[src/rtl/serial_adder.sv]
// Bit-serial adder/subtractor: one full-adder cell plus a carry flip-flop,
// consuming one operand bit per clock, LSB first. Subtraction is performed
// as a + ~b + 1 by inverting B and forcing the initial carry on accept.
module serial_adder #(
    parameter int WIDTH = 8
) (
    input  logic             clk,
    input  logic             rst,
    input  logic             start,
    input  logic             sub,
    input  logic [WIDTH-1:0] a,
    input  logic [WIDTH-1:0] b,
    input  logic             cin,
    output logic             busy,
    output logic             done,
    output logic [WIDTH-1:0] sum,
    output logic             cout,
    output logic             ovf
);

    localparam int CW = (WIDTH > 1) ? $clog2(WIDTH) : 1;
    localparam logic [CW-1:0] LAST_BIT = CW'(WIDTH - 1);

    typedef enum logic {
        IDLE = 1'b0,
        RUN  = 1'b1
    } state_t;

    state_t           state;
    state_t           state_nxt;
    logic [WIDTH-1:0] areg;
    logic [WIDTH-1:0] breg;
    logic [WIDTH-1:0] sreg;
    logic             carry;
    logic [CW-1:0]    cnt;
    logic             bit_s;
    logic             bit_c;
    logic             accept;
    logic             last;

    function automatic logic fa_sum(input logic x, input logic y, input logic c);
        return x ^ y ^ c;
    endfunction

    function automatic logic fa_carry(input logic x, input logic y, input logic c);
        return (x & y) | (x & c) | (y & c);
    endfunction

    // Full-adder cell on the current low bits, plus handshake decode
    always_comb begin
        bit_s  = fa_sum(areg[0], breg[0], carry);
        bit_c  = fa_carry(areg[0], breg[0], carry);
        accept = (state == IDLE) && start;
        last   = (state == RUN) && (cnt == LAST_BIT);
    end

    assign busy = (state == RUN);

    // State register
    always_ff @(posedge clk) begin
        if (rst) begin
            state <= IDLE;
        end else begin
            state <= state_nxt;
        end
    end

    // Next-state logic: run for exactly WIDTH bit steps after accept
    always_comb begin
        state_nxt = state;
        case (state)
            IDLE:    if (start) state_nxt = RUN;
            RUN:     if (cnt == LAST_BIT) state_nxt = IDLE;
            default: state_nxt = IDLE;
        endcase
    end

    // Operand latch, bit-serial shift and result capture
    always_ff @(posedge clk) begin
        if (rst) begin
            areg  <= '0;
            breg  <= '0;
            sreg  <= '0;
            carry <= 1'b0;
            cnt   <= '0;
            sum   <= '0;
            cout  <= 1'b0;
            ovf   <= 1'b0;
            done  <= 1'b0;
        end else begin
            done <= 1'b0;
            if (accept) begin
                areg  <= a;
                breg  <= sub ? ~b : b;
                carry <= sub ? 1'b1 : cin;
                cnt   <= '0;
            end else if (state == RUN) begin
                areg  <= areg >> 1;
                breg  <= breg >> 1;
                sreg  <= {bit_s, sreg[WIDTH-1:1]};
                carry <= bit_c;
                if (last) begin
                    // Counter parks at zero so it never wraps mid-operation.
                    cnt  <= '0;
                    sum  <= {bit_s, sreg[WIDTH-1:1]};
                    cout <= bit_c;
                    // Signed overflow: carry into the MSB differs from carry out.
                    ovf  <= carry ^ bit_c;
                    done <= 1'b1;
                end else begin
                    cnt <= cnt + 1'b1;
                end
            end
        end
    end

endmodule
[config.mk]
export PLATFORM = sky130hd
export DESIGN_NAME = serial_adder
export DESIGN_NICKNAME = d
export VERILOG_FILES = /design/src/rtl/serial_adder.sv
export SDC_FILE = /design/constraint.sdc
export NUM_CORES = 1
export LEC_CHECK = 0
export CAP_MARGIN = 20
export CELL_PAD_IN_SITES_DETAIL_PLACEMENT = 1
export CELL_PAD_IN_SITES_GLOBAL_PLACEMENT = 1
export CORE_ASPECT_RATIO = 1.25
export CORE_UTILIZATION = 39
export CTS_BUF_LIST = sky130_fd_sc_hd__clkbuf_16
export CTS_CLUSTER_DIAMETER = 50
export DETAILED_ROUTE_END_ITERATION = 10
export PLACE_DENSITY_LB_ADDON = 0.1
export SLEW_MARGIN = 15
export SYNTH_ARGS = -nofsm -noshare
export SYNTH_HDL_FRONTEND = slang
export SYNTH_SLANG_ARGS = --single-unit
export TNS_END_PERCENT = 30
[constraint.sdc]
create_clock -name clk -period 1.7 [get_ports clk]
set_input_delay 0.51 -clock clk [delete_from_list [all_inputs] [get_ports clk]]
set_output_delay 0.51 -clock clk [all_outputs]
set_load 0.01 [all_outputs]
==> run metrics <==
skew final=0.00381 ns; Post-CTS Setup Repair Bufs=0; Worst EP required=1.19 ns; top post-synthesis cells by area=dfxtp_1 (44%), mux2i_1 (8.5%), a21bo_2 (5.1%), xnor2_1 (4.4%), a21oi_1 (4.0%); RSZ-0062 raised after global routing=no; syn_area_per_cell=10.0 um^2; Mapped Cells=177; global-route total usage across every layer=17.9%; Worst VDD drop=584 uV; dpl hpwl=2830 um; fin. max-slew vios=0; Syn Nets=201; Antenna diodes=0; Routed Antenna Nets=0; clk slew on worst S/H paths=0.05 ns; Place WS=-0.143 ns; register area share after synthesis=44.0%; Cell Rows=27; stages on the worst setup path=1; Async S/R FF share, synth=0%; Area growth syn-to-layout=31.6%; GR Overflow Total=0; top cell type's share of synthesized area=44.0%; die width=62.3 um; crit path capture type=output port; status=completed; Post-Place Cell Area=2190 um^2; gpl congestion=0.708; cells on worst reg2reg path=3; Yosys reg bits=39; Final WS setup=0.0574 ns; WL/cell=14.7 um; CTS tree=yes; Worst Setup Start Kind=flop; Synth cell types=29; worst hold path class=flop to flop; layout cell share with drive strength beyond 1=14.5%; Inserted Clock Buffers=5; PortBufs=32; CP delay by family, top=buffers and inverters; Via density=5.29; DRC viols=0; Routed WL=3990 um; Pwr Density=906 nW/um^2; Slew headroom=70.0%; hold_buf cts=0; R2R Setup Slk=0.34 ns; min cycle time layout=1.64 ns; max incr delay on CP=0.53 ns; Root Buffer=clkbuf_16; fin area=2330 um^2; Setup crit start=sum[5]; critical path class=flop to output port; worst-skew pair later-pin latency=0.28 ns; synth warn=0; f_max=609 MHz; Max H-tree Level=2; CP bufs+invs=1; Lkg Pwr=0.898 nW; Crit-path slowest cell=clkdlybuf4s50_1; vias in the first global route=1,499; Worst-Margin Slew=0.450 ns; Pre-Repair DR Iteration Count=4; Die ar.=4820 um^2; Total Power=2.11 mW; ys flop type=dfxtp_1; largest net degree at the start of global routing=47; maxcap violations=0; critical path capture point=sum[5]; Final #Nets=237; r2r startpoint=busy; Final Cycle Share=96.6%; Crit Path Max Fanout=2; final hold vios=0; mapped cell area=1770 um^2; first-pass GRT wire length=6820 um; Starting Density=40.4%; EDFF count, synth=0; hold_ws=0.482 ns; via count=1,439; reg2reg end=cnt[0]; Setup Viol. Count Final=0; initial antenna violation count=0; critical path cell sequence=clkdlybuf4s50_1; initial drt markers=38; # IOs=33; core area=4390 um^2; clk buf depth=2; area leader, netlist=dfxtp_1; Die Ht=77.4 um; total clock sinks=39; WP data arrival=1.13 ns; CTS-repair resized insts=0
-- synthesized netlist by cell type, types with 2 or more instances --
master and number:
xnor2_1 9, nand3_1 9, or4b_1 7, dfxtp_1 39, mux2i_1 15, nor2b_1 7
nand3b_1 2, buf_4 4, a21bo_2 9, nand2b_1 2, a21oi_1 14, a211oi_1 7
buf_2 5, nand2_1 9, or3b_1 5, clkbuf_1 4, buf_1 2, nor2_1 10
o221ai_1 7, ha_1 2
-- worst min path at each step --
| stage | slack (ns) | start | cells past startpoint | endpoint |
|---|---|---|---|---|
| 3_5_place_dp | 0.47 | sreg[1] | 2 | sum[0] |
| 5_1_grt | 0.50 | sreg[2] | 2 | sum[1] |
| 2_1_floorplan | 0.44 | sreg[1] | 2 | sum[0] |
| 6_report | 0.48 | sreg[1] | 2 | sum[0] |
| 3_3_place_gp | 0.46 | sreg[1] | 2 | sum[0] |
| 4_1_cts | 0.49 | sreg[1] | 2 | sum[0] |
-- routing by layer --
layer	share of wire [%]	vias up	wire, um	GRT usage (%)
li1	-	709	-	-
met1	43	694	1720	20.3
met2	52	30	2080	32.6
met3	2.9	6	116	3.53
met4	1.5	0	61	6.98
met5	0	-	0	0
-- logic make-up (layout without fill, tap and decap cells) --
group	Yosys count	in the layout	synth area share, %
multiplexers	15	15	8.47
adder cells (fa/ha/maj)	3	3	2.54
flip-flops	39	39	44.0
XOR/XNOR	9	9	4.45
AND/OR/NAND/NOR	53	53	17.7
buffers and inverters	18	55	5.50
AO/OA/AOI/OAI	40	40	17.3
-- layout by cell type (no fill, tap or decap), drive strengths merged, types with 2 or more instances in the layout --
cell type       n
nor2b           7
a211oi          7
dlymetal6s2s    2
inv             3
or4b            7
nor2           10
clkbuf          5
nand3           9
a21oi          14
nand3b          2
mux2i          15
dfxtp          39
xnor2           9
nand2b          2
buf            14
ha              2
a21bo           9
nand2           9
or3b            5
clkdlybuf4s50  30
o221ai          7
-- report_power, final --
| group | total [mW] | switching, mW | internal (mW) |
|---|---|---|---|
| registers | 0.988 | 0.0286 | 0.959 |
| clock network | 0.858 | 0.329 | 0.529 |
| logic | 0.268 | 0.128 | 0.140 |
| total | 2.11 | 0.486 | 1.63 |
-- sequential cells by signal, summed over array words and instances (netlist names) --
register	count
done	1
cnt	3
ovf	1
breg	8
sum	8
cout	1
carry	1
busy	1
areg	8
sreg	7
-- cell type report --
| cell class | count | area [um^2] |
|---|---|---|
| Clock buffer | 5 | 125 |
| Tap cell | 58 | 72.6 |
| Inverter | 1 | 3.75 |
| Multi-Input combinational cell | 120 | 895 |
| Fill cell | 497 | 2060 |
| Sequential cell | 39 | 782 |
| Timing Repair Buffer | 46 | 443 |
| Clock inverter | 3 | 12.5 |
-- metrics by stage --
step                      TNS, ns  utilization (%)  cells
after floorplan                 0                -    177
after global placement     -0.621             49.9    264
after detailed placement    -2.07             49.9    264
after CTS                       0             53.0    272
after global routing            0             53.1    272
final                           0             53.1    272
Power figures use the tool's default switching activity.
